--- src/rtl/cu_pkg.sv ---
// Shared types and constants for computational_unit_p: ALU functions, bus sources,
// write-enable bit positions and the multiply engine states.
package cu_pkg;

  typedef enum logic [2:0] {
    FN_NEG  = 3'd0,
    FN_SUB  = 3'd1,
    FN_ADD  = 3'd2,
    FN_MULH = 3'd3,
    FN_MULL = 3'd4,
    FN_XOR  = 3'd5,
    FN_AND  = 3'd6,
    FN_NOT  = 3'd7
  } alu_func_e;

  localparam logic [3:0] SRC_X0   = 4'd0;
  localparam logic [3:0] SRC_X1   = 4'd1;
  localparam logic [3:0] SRC_Y0   = 4'd2;
  localparam logic [3:0] SRC_Y1   = 4'd3;
  localparam logic [3:0] SRC_R    = 4'd4;
  localparam logic [3:0] SRC_M    = 4'd5;
  localparam logic [3:0] SRC_I    = 4'd6;
  localparam logic [3:0] SRC_DM   = 4'd7;
  localparam logic [3:0] SRC_IR   = 4'd8;
  localparam logic [3:0] SRC_PINS = 4'd9;

  localparam int RE_X0 = 0;
  localparam int RE_X1 = 1;
  localparam int RE_Y0 = 2;
  localparam int RE_Y1 = 3;
  localparam int RE_R  = 4;
  localparam int RE_M  = 5;
  localparam int RE_I  = 6;
  localparam int RE_O  = 8;

  typedef enum logic [1:0] {
    MS_IDLE = 2'd0,
    MS_RUN  = 2'd1,
    MS_DONE = 2'd2
  } mul_state_e;

endpackage

--- src/rtl/cu_seq_mul.sv ---
// Sequential shift-add multiplier with a one-entry product cache; a miss stalls
// the controller for DATA_W+1 cycles, after which the held instruction hits.
module cu_seq_mul
  import cu_pkg::*;
#(
  parameter int DATA_W = 4
) (
  input  logic                  clk,
  input  logic                  rst,
  input  logic                  mul_op,
  input  logic [DATA_W-1:0]     x,
  input  logic [DATA_W-1:0]     y,
  output logic [2*DATA_W-1:0]   product,
  output logic                  mul_stall
);

  localparam int CW = $clog2(DATA_W + 1);

  mul_state_e              state, state_nx;
  logic [DATA_W-1:0]       opx, opy, mplier;
  logic [2*DATA_W-1:0]     acc, mcand;
  logic [CW-1:0]           cnt;
  logic                    prod_valid, hit, start;

  assign hit     = prod_valid && (opx == x) && (opy == y);
  assign product = acc;

  always_comb begin
    state_nx  = state;
    mul_stall = 1'b0;
    start     = 1'b0;
    case (state)
      MS_IDLE: begin
        if (mul_op && !hit) begin
          mul_stall = 1'b1;
          start     = 1'b1;
          state_nx  = MS_RUN;
        end
      end
      MS_RUN: begin
        mul_stall = 1'b1;
        if (cnt == CW'(1)) state_nx = MS_IDLE;
      end
      default: state_nx = MS_IDLE;
    endcase
  end

  always_ff @(posedge clk or posedge rst) begin
    if (rst) state <= MS_IDLE;
    else     state <= state_nx;
  end

  // acc doubles as the cached product once prod_valid is set
  always_ff @(posedge clk or posedge rst) begin
    if (rst) begin
      opx        <= '0;
      opy        <= '0;
      acc        <= '0;
      mcand      <= '0;
      mplier     <= '0;
      cnt        <= '0;
      prod_valid <= 1'b0;
    end else if (start) begin
      opx        <= x;
      opy        <= y;
      acc        <= '0;
      mcand      <= {{DATA_W{1'b0}}, x};
      mplier     <= y;
      cnt        <= CW'(DATA_W);
      prod_valid <= 1'b0;
    end else if (state == MS_RUN) begin
      acc    <= acc + (mplier[0] ? mcand : '0);
      mcand  <= mcand << 1;
      mplier <= mplier >> 1;
      cnt    <= cnt - CW'(1);
      if (cnt == CW'(1)) prod_valid <= 1'b1;
    end
  end

endmodule

--- src/rtl/computational_unit_p.sv ---
// Nibble-processor datapath: X/Y/M/I/R/O registers, bus source mux and ALU with zero/carry flags.
// CU_SEQ_MUL_EN selects the stalling sequential multiplier; otherwise multiply is combinational.
module computational_unit_p
  import cu_pkg::*;
#(
  parameter int DATA_W = 4
) (
  input  logic                clk,
  input  logic                sync_reset,
  input  logic                x_sel,
  input  logic                y_sel,
  input  logic                i_sel,
  input  logic [3:0]          nibble_ir,
  input  logic [3:0]          source_sel,
  input  logic [8:0]          reg_en,
  input  logic [DATA_W-1:0]   dm,
  input  logic [DATA_W-1:0]   i_pins,
  output logic [DATA_W-1:0]   data_bus,
  output logic [DATA_W-1:0]   x0,
  output logic [DATA_W-1:0]   x1,
  output logic [DATA_W-1:0]   y0,
  output logic [DATA_W-1:0]   y1,
  output logic [DATA_W-1:0]   m,
  output logic [DATA_W-1:0]   i,
  output logic [DATA_W-1:0]   r,
  output logic [DATA_W-1:0]   o_reg,
  output logic                r_eq_0,
  output logic                r_carry,
  output logic [2*DATA_W-1:0] from_cu,
  output logic                mul_stall
);

  alu_func_e             func;
  logic                  ir3, alu_c, unused_bits;
  logic [DATA_W-1:0]     alu_x, alu_y, alu_out;
  logic [DATA_W:0]       sum;
  logic [2*DATA_W-1:0]   product;

  assign func        = alu_func_e'(nibble_ir[2:0]);
  assign ir3         = nibble_ir[3];
  assign alu_x       = x_sel ? x1 : x0;
  assign alu_y       = y_sel ? y1 : y0;
  assign sum         = {1'b0, alu_x} + {1'b0, alu_y};
  assign from_cu     = {x1, x0};
  assign unused_bits = reg_en[7];

`ifdef CU_SEQ_MUL_EN
  logic mul_op;
  assign mul_op = reg_en[RE_R] && (func == FN_MULH || func == FN_MULL) && !ir3;

  cu_seq_mul #(.DATA_W(DATA_W)) u_seq_mul (
    .clk       (clk),
    .rst       (sync_reset),
    .mul_op    (mul_op),
    .x         (alu_x),
    .y         (alu_y),
    .product   (product),
    .mul_stall (mul_stall)
  );
`else
  assign product   = {{DATA_W{1'b0}}, alu_x} * {{DATA_W{1'b0}}, alu_y};
  assign mul_stall = 1'b0;
`endif

  always_comb begin
    data_bus = '0;
    case (source_sel)
      SRC_X0:   data_bus = x0;
      SRC_X1:   data_bus = x1;
      SRC_Y0:   data_bus = y0;
      SRC_Y1:   data_bus = y1;
      SRC_R:    data_bus = r;
      SRC_M:    data_bus = m;
      SRC_I:    data_bus = i;
      SRC_DM:   data_bus = dm;
      SRC_IR:   data_bus = DATA_W'(nibble_ir);
      SRC_PINS: data_bus = i_pins;
      default:  data_bus = '0;
    endcase
  end

  always_comb begin
    alu_out = '0;
    alu_c   = 1'b0;
    case (func)
      FN_NEG: begin
        if (ir3) alu_out = r;
        else begin
          alu_out = -alu_x;
          alu_c   = |alu_x;
        end
      end
      FN_SUB: begin
        alu_out = alu_x - alu_y;
        alu_c   = alu_x < alu_y;
      end
      FN_ADD:  {alu_c, alu_out} = sum;
      FN_MULH: alu_out = product[2*DATA_W-1:DATA_W];
      FN_MULL: alu_out = product[DATA_W-1:0];
      FN_XOR:  alu_out = alu_x ^ alu_y;
      FN_AND:  alu_out = alu_x & alu_y;
      FN_NOT:  alu_out = ir3 ? r : ~alu_x;
      default: alu_out = '0;
    endcase
  end

  always_ff @(posedge clk or posedge sync_reset) begin
    if (sync_reset) begin
      x0      <= '0;
      x1      <= '0;
      y0      <= '0;
      y1      <= '0;
      m       <= '0;
      i       <= '0;
      r       <= '0;
      o_reg   <= '0;
      r_eq_0  <= 1'b1;
      r_carry <= 1'b0;
    end else begin
      if (reg_en[RE_X0]) x0 <= data_bus;
      if (reg_en[RE_X1]) x1 <= data_bus;
      if (reg_en[RE_Y0]) y0 <= data_bus;
      if (reg_en[RE_Y1]) y1 <= data_bus;
      if (reg_en[RE_M])  m  <= data_bus;
      if (reg_en[RE_I])  i  <= i_sel ? i + m : data_bus;
      if (reg_en[RE_O])  o_reg <= data_bus;
      // a stalled multiply keeps r and its flags until the cached product is ready
      if (reg_en[RE_R] && !mul_stall) begin
        r       <= alu_out;
        r_eq_0  <= (alu_out == '0);
        r_carry <= alu_c;
      end
    end
  end

endmodule
--- config.mk ---
export PLATFORM = sky130hd
export DESIGN_NAME = computational_unit_p
export DESIGN_NICKNAME = d
export VERILOG_FILES = /design/src/rtl/cu_pkg.sv /design/src/rtl/cu_seq_mul.sv /design/src/rtl/computational_unit_p.sv
export SDC_FILE = /design/constraint.sdc
export NUM_CORES = 1
export LEC_CHECK = 0
export CAP_MARGIN = 20
export CELL_PAD_IN_SITES_DETAIL_PLACEMENT = 0
export CELL_PAD_IN_SITES_GLOBAL_PLACEMENT = 1
export CORE_MARGIN = 4
export CORE_UTILIZATION = 29
export CTS_CLUSTER_DIAMETER = 100
export DETAILED_ROUTE_END_ITERATION = 7
export PLACE_DENSITY = 0.78
export SKIP_CTS_REPAIR_TIMING = 1
export SKIP_LAST_GASP = 1
export SLEW_MARGIN = 20
export SYNTH_ARGS = -nofsm -noshare
export SYNTH_HDL_FRONTEND = slang
export SYNTH_SLANG_ARGS = --single-unit
--- constraint.sdc ---
create_clock -name clk -period 4.3 [get_ports clk]
set_clock_uncertainty 0.2 [all_clocks]
set_input_delay 0.86 -clock clk [delete_from_list [all_inputs] [get_ports clk]]
set_output_delay 0.86 -clock clk [all_outputs]
set_load 0.005 [all_outputs]
==> run summary, run 1 <==
The number of buffers and inverters on the critical path came out at 3. The logs give 27.6% for the share of total power in sequential cells and 37 for the number of placement rows. After technology mapping, the gate count stands at 366. Setup slack on the critical path of the routed design comes to 0.120 ns. The worst stage delay on the critical path came out at 0.59 ns. Ranked by total cell area, the synthesized netlist is headed by sky130_fd_sc_hd__dfrtp_1, sky130_fd_sc_hd__ha_1, sky130_fd_sc_hd__mux2i_1. Leading register cell type out of synthesis: sky130_fd_sc_hd__dfrtp_1. Clock tree synthesis selected as its root buffer the cell sky130_fd_sc_hd__clkbuf_8.

The wire length after detailed routing is 9.63 mm. The number of global-route vias before repair was 2985; the number of detailed-routing iterations run before antenna repair was 4. In this run the static leakage power is 1.97 nW. For this run the aggregate overflow at the end of global routing stands at 0. In this run, the number of DRC markers left after iteration 0 of detailed routing was 151. The H-tree was split into 2 levels. For this run, design rule violations remaining after detail routing come to 0. In this run the vertical extent of the chip is 112 um. The net switching power of the design is 633 uW.

Cell with the most instances after synthesis: sky130_fd_sc_hd__nor2_1. The tools report the overall power as 1.74 mW. In this run the power density over the cells is 395 mW/mm^2. Entering global routing, the biggest net connects 35 pins. The HPWL after detailed placement is 7.64 mm. The synthesized design contains 34 register bits. After filler insertion, the fill cell instance count of the layout stands at 1051. The synthesized netlist net count was 427. The number of antenna diodes in the final layout is 0. For this design the top-level I/O count stands at 77. The arrival time at the worst endpoint came out at 4.15 ns. The tools report the clock share of power as 20.5%.

The cell family contributing the most delay on the critical path is adder cells. The signal on the critical path passes through dlymetal6s2s_1, mux2i_1, inv_1, nand2_2, fa_1, fa_2, inv_2, ha_4, a211oi_2, o21bai_1, a21oi_1, mux2i_1, a31oi_2, mux2_4. The final count of hold timing violations came out at 0. Across the run, the number of max-cap violations was 0. sky130_fd_sc_hd__dfrtp_1 takes more of the synthesized area than any other cell.

At the worst endpoint, the required time is 4.27 ns. The run finished with clean final reports. Clock-pin slew was measured on the worst setup and hold paths at 0.07 ns.

The floorplan step set the die width to 112 um. Yosys printed 0 warnings. For the global placer's final weighted congestion, the log shows 0.923. Clock tree synthesis inserted a total of 5 buffers. In the final timing run, aggregate negative setup slack is 0 ns.

The switching share of power was 36.3%; the headroom to the max-slew limit was 64.7%. Yosys mapped a number of flops with a built-in enable equal to 0. Setup violations remaining at the end of the flow were counted as 0. In this run the worst hold path is classified as register to register. The number of buffers on the longest clock path came out at 2. The average cell area after synthesis is 8.53 sq um, and the count of input and output buffers is 74. The share of the Yosys chip area taken by registers is 27.3%. The first global-routing pass estimated 15.5 mm of wire. The starting utilization of the core area was 30.0%. The run gives 15.0% as the global-route usage over all layers. The finished layout holds 592 standard cells, fillers aside.

The run gives 34 as the number of sinks on the clock net. After synthesis, the most frequently instantiated cells are sky130_fd_sc_hd__nor2_1, sky130_fd_sc_hd__a21oi_1, sky130_fd_sc_hd__dfrtp_1. The final number of max-transition violations was 0; the post-route fraction of the period consumed by the critical path was 97.2%. Once placement completed, the tool counted placed cells totaling 583.

The internal power of the cells totals 1.11 mW. Before CTS, the worst setup slack after placement is -0.715 ns. From synthesis to final layout, the design area changed by 41.4%.

For this run, the post-layout net count is 516. The highest fanout seen on the critical path is 4, and the upper clock frequency limit is 239 MHz. TritonCTS built the clock tree.

The cell that appears most often on the critical path is sky130_fd_sc_hd__mux2i_1. By startpoint and endpoint, the worst setup path is classified as primary input to register. The clock period could shrink to 4.18 ns. On the critical path, the stage with the largest delay is an instance of sky130_fd_sc_hd__fa_2. Top-area cell type share of the netlist area: 26.5%. The endpoint kind of the worst setup timing path was a register. Initial antenna violation count: 0. Of all flip-flops after synthesis, the portion carrying an async set or reset was 100%. The share of total power dissipated in combinational logic is 52.0%. After detailed routing, the number of vias per cell comes to 5.04. The die footprint was 0.0125 sq mm; the overall via count from detail_route was 2982.

The tools report the kind of start point of the critical path as a primary input. The clock latency on the worst-skew pair is 0.29 ns. The average wire per cell in the routed design is 16.3 um. Fraction of layout instances using a drive strength above 1: 19.5%. VDD sags by at most 0.000209 V.

The placeable core region is 0.0104 sq mm, and the transition time of the tightest slew-check pin is 0.526 ns. The unique cell type count in the Yosys netlist was 60. The synthesized area is 0.00312 sq mm.

The remaining number of nets flagged by the antenna check after routing was 0.
[power by group through the flow]
stage               Combinational, mW  Sequential [mW]  Clock [mW]
floorplan                       0.479            0.457           0
global placement                0.842            0.482           0
detailed placement              0.855            0.483           0
CTS                             0.862            0.478       0.364
global route                    0.997            0.493       0.380
finish                          0.905            0.480       0.356
[metal layers]
| layer | global-route usage (%) | routed length [um] | part of all wire, % |
|---|---|---|---|
| met4 | 2.84 | 89 | 0.92 |
| met2 | 23.3 | 4540 | 47 |
| met1 | 22.2 | 4500 | 47 |
| met3 | 2.45 | 504 | 5.2 |
| met5 | 0 | 0 | 0 |
[cells by family (layout without fill, tap and decap cells)]
kind of cell               count (synthesis)  after routing  share of synthesized area (%)
and+or+nand+nor                          109            109                           17.0
buffers and inverters                     60            150                           9.34
AOI/OAI and AO/OA                         94             94                           19.2
DFF                                       34             34                           27.3
xor gates and xnor gates                   7              7                           1.96
other                                      1              1                          0.120
muxes                                     30             30                           10.9
adders and majority gates                 31             31                           14.1
[cells in the final DEF, fill, tap and decap left out, drive strengths merged, types with 4 or more instances in the layout]
cell | Yosys | layout
xor2 | 4 | 4
inv | 25 | 25
fa | 7 | 7
mux2 | 6 | 6
nand2 | 21 | 21
a211oi | 7 | 7
clkbuf | 4 | 5
clkdlybuf4s50 | 0 | 72
nor3 | 4 | 4
o21ai | 18 | 18
dfrtp | 33 | 33
a21o | 4 | 4
mux2i | 23 | 23
nand3b | 7 | 7
nand3 | 5 | 5
a21oi | 38 | 38
a32oi | 4 | 4
nor2 | 47 | 47
buf | 31 | 43
ha | 24 | 24
nand2b | 8 | 8
o211ai | 4 | 4
[worst paths after layout]
check	slack (ns)	end	from	cells after the start
max reg2reg	0.57	r[3]	x0[0]	13
max in group asynchronous	2.78	r_eq_0	sync_reset	3
min	0.31	r_carry	r_carry	1
min in group asynchronous	0.77	y1[2]	sync_reset	3
max	0.12	r[3]	y_sel	14
min reg2reg	0.31	r_carry	r_carry	1
[through the flow]
| stage | util, % | hold slack, ns | area, sq um |
|---|---|---|---|
| final | 42.4 | 0.311 | 4410 |
| after floorplan | - | 0.275 | 3150 |
| after global routing | 42.4 | 0.338 | 4410 |
| after CTS | 41.4 | 0.302 | 4310 |
| after global placement | 40.1 | 0.290 | 4170 |
| after detailed placement | 40.1 | 0.286 | 4170 |
[cell type report]
class / instances / area, sq um / area share, %
inverters: 25 / 93.8 / 2.13
clock buffers: 5 / 68.8 / 1.56
flip-flops and latches: 34 / 852 / 19.3
well taps: 136 / 170 / 3.86
repair buffers: 117 / 1080 / 24.4
multi-input cells: 272 / 2080 / 47.2
clock inverters: 3 / 68.8 / 1.56
Note: power is estimated with default switching activity, not from simulation.
==> run 2, diff against run 1 <==
Settings changed: CORE_UTILIZATION 29 to 37, PLACE_DENSITY 0.78 to 0.93.
==> run 2 against run 1 <==
  * Final area up 0.31%
  * First-iteration DRC count up 19%
  * Fmax grew 0.93%
  * Wire length down 0.21%
  * Global-route usage up 3.9 points
  * Core utilization grew 12 points
  * Critical path type is now primary input to output pin
  * Largest power group unchanged
==> run summary, run 2 (synthesis results as in run 1) <==
The run gives 34 (unchanged) as the number of sinks on the clock net. The path category of the worst min-delay check is register to register (unchanged). The post-placement cell count was 552 (was 583); the average vias per placed instance was 5.41 (was 5.04). The number of cells on the worst reg-to-reg path is 12 (was 13). The fraction of layout instances using a drive strength above 1 was 20.3% (was 19.5%).

The logs give 0 (unchanged) for the initial antenna violation count and 3.24 ns (was 4.27 ns) for the data required time of the critical path. Critical path class: primary input to output pin (was primary input to register). The highest fanout seen on the critical path is 10 (was 4), and the met2 wire length is 4.52 mm (was 4.54 mm). The arrival time at the worst endpoint came out at 3.08 ns (was 4.15 ns). Overall via count from detail_route: 3067 (was 2982). The number of global-route vias before repair is 3046 (was 2985), and the post-detailed-placement half-perimeter wirelength is 7.45 mm (was 7.64 mm). For the count of fill cells added during filler insertion, the log shows 750 (was 1051). The top-level port count is 77 (unchanged), and the average wire per cell in the routed design is 17.0 um (was 16.3 um).

The start of the worst register-to-register path is x1[2] (was x0[0]). The run finished with clean final reports. The met3 wire length is 545 um (was 504 um). Remaining number of nets flagged by the antenna check after routing: 0 (unchanged). The largest net degree at the start of global routing is 23 (was 35). The tools report the non-filler instance count after layout as 567 (was 592). The slowest cell on the critical path was sky130_fd_sc_hd__clkdlybuf4s50_1 (was sky130_fd_sc_hd__fa_2).

The number of cells traversed by the worst hold path came out at 1 (unchanged). The number of buffers on the longest clock path was 2 (unchanged); the final count of negative-setup-slack endpoints was 0 (unchanged). The first-pass GRT wire length was 15.3 mm (was 15.5 mm); the worst stage delay on the critical path was 0.60 ns (was 0.59 ns).

Total number of H-tree levels: 2 (unchanged). The tools report the root buffer cell as sky130_fd_sc_hd__clkbuf_8 (unchanged). Cell breakdown of the critical path: clkdlybuf4s50_1, nor2_1, a32oi_1, o21ai_0, buf_4, a211oi_4, inv_1, clkdlybuf4s50_1 (was dlymetal6s2s_1, mux2i_1, inv_1, nand2_2, fa_1, fa_2, inv_2, ha_4, a211oi_2, o21bai_1, a21oi_1, mux2i_1, a31oi_2, mux2_4). The worst hold path endpoint was r_carry (unchanged). The commonest non-fill, non-tap cell in the layout was sky130_fd_sc_hd__clkdlybuf4s50_1 (unchanged). The minimum setup slack among reg-to-reg paths was 0.68 ns (was 0.57 ns). The logs give 0.000244 V (was 0.000209 V) for the largest voltage drop on the vdd net and 0.29 ns (about the same) for the clock latency on the worst-skew pair.

Start point of the worst hold path: r_carry (unchanged). The logs give 0.00997 sq mm (was 0.0125 sq mm) for the die footprint and 0 (unchanged) for the number of max-cap violations. Commonest non-fill, non-tap cells in the layout: sky130_fd_sc_hd__clkdlybuf4s50_1, sky130_fd_sc_hd__buf_4, sky130_fd_sc_hd__nor2_1 (was sky130_fd_sc_hd__clkdlybuf4s50_1, sky130_fd_sc_hd__nor2_1, sky130_fd_sc_hd__buf_4). The tools report the number of remaining DRC errors as 0 (unchanged). The count of input and output buffers came out at 74 (unchanged). The run gives 0 (unchanged) as the final count of hold timing violations. The endpoint kind of the worst setup timing path was an output pin (was a register).

The post-route fraction of the period consumed by the critical path was 96.3% (was 97.2%). The vertical extent of the die is 99.8 um (was 112 um). Final number of max-transition violations: 0 (unchanged). Setup repair after global routing left no endpoint under its margin. The tools report the antenna diode count as 0 (unchanged). TritonCTS built the clock tree. The upper clock frequency limit is 241 MHz (was 239 MHz). The tools report the sum of overflow across all layers after global routing as 0 (unchanged).

Most frequent cell on the critical path: sky130_fd_sc_hd__clkdlybuf4s50_1 (was sky130_fd_sc_hd__mux2i_1). The clock slew at the register clock pins of the worst setup and hold paths is 0.07 ns (about the same). The clock period minus final worst setup slack works out to 4.14 ns (was 4.18 ns). The number of detailed-routing iterations run before antenna repair is 4 (unchanged), and the sum of routed wire segments on met1 is 4.44 mm (was 4.50 mm).

The global placer's final weighted congestion is 0.972 (was 0.923), and the number of placement rows is 33 (was 37). Area overhead of the layout relative to synthesis: 41.8% (was 41.4%). Endpoint of the lowest-slack register-to-register path: r_eq_0 (was r[3]). The starting DRC count in detailed routing is 180 (was 151), and the overall power is 1.72 mW (was 1.74 mW). The number of buffers created by CTS was 5 (unchanged); the wire length after detailed routing was 9.61 mm (was 9.63 mm).

The floorplan die width is 99.8 um (was 112 um). The run gives 0.00822 sq mm (was 0.0104 sq mm) as the placeable core region. The logs give 62.9% (was 64.7%) for the headroom to the max-slew limit and 38.0% (was 30.0%) for the starting utilization of the core area. The ratio of total power to cell area works out to 388 mW/mm^2 (was 395 mW/mm^2).

The layout net count is 522 (was 516), and the global-route usage over all layers is 19.0% (was 15.0%). The tools report the kind of start point of the critical path as a primary input (unchanged). Uppermost signal routing layer after detailed routing: met4 (unchanged). The transition time of the tightest slew-check pin works out to 0.556 ns (was 0.526 ns).

The total leakage power came out at 1.99 nW (was 1.97 nW).
run 2: report_power, final:
| part | total, mW | internal [mW] | leakage, nW | switching (mW) |
|---|---|---|---|---|
| registers | 0.481 | 0.385 | 0.405 | 0.0960 |
| logic | 0.933 | 0.508 | 1.53 | 0.425 |
| clock network | 0.302 | 0.172 | 0.0504 | 0.130 |
run 2: how the worst max path moves through the flow:
stage,slack (ns),depth (start not counted),from,endpoint
finish,0.16,8,source_sel[2],data_bus[0]
global route,0.05,8,source_sel[2],data_bus[0]
CTS,-0.42,14,y_sel,r_eq_0
detailed placement,-0.71,14,y_sel,r_eq_0
global placement,-0.59,14,y_sel,r_eq_0
floorplan,0.02,14,y_sel,r_eq_0
run 2: final cells by class:
type,instances,area [sq um],area share (%)
clock buffers,5,68.8,1.55
inverters,25,93.8,2.12
multi-input cells,272,2110,47.8
flip-flops and latches,34,852,19.3
well taps,105,131,2.97
repair buffers,123,1120,25.3
clock inverters,3,45.0,1.02
run 2: per-layer routing:
metal	up-vias	track usage, %
met4	0	3.89
met2	121	30.0
met1	1475	27.6
met5	-	0
li1	1461	-
met3	10	2.78
run 2: stage by stage:
stage          TNS (ns)  util (%)  hold slack, ns  instance area, sq um  worst slack [ns]
6_report              0      53.9           0.319                  4430             0.158
4_1_cts           -1.22      51.7           0.324                  4250            -0.418
5_1_grt               0      53.9           0.325                  4430            0.0477
2_1_floorplan         0         -           0.275                  3150            0.0167
3_3_place_gp      -2.36      50.3           0.286                  4140            -0.594
3_5_place_dp      -2.71      50.3           0.310                  4140            -0.712
run 2: worst max-delay path: cells and delay by family:
family	cells	cell delay (ns)
buffers and inverters	4	1.31
and+or+nand+nor	1	0.51
AOI/OAI and AO/OA	3	0.39
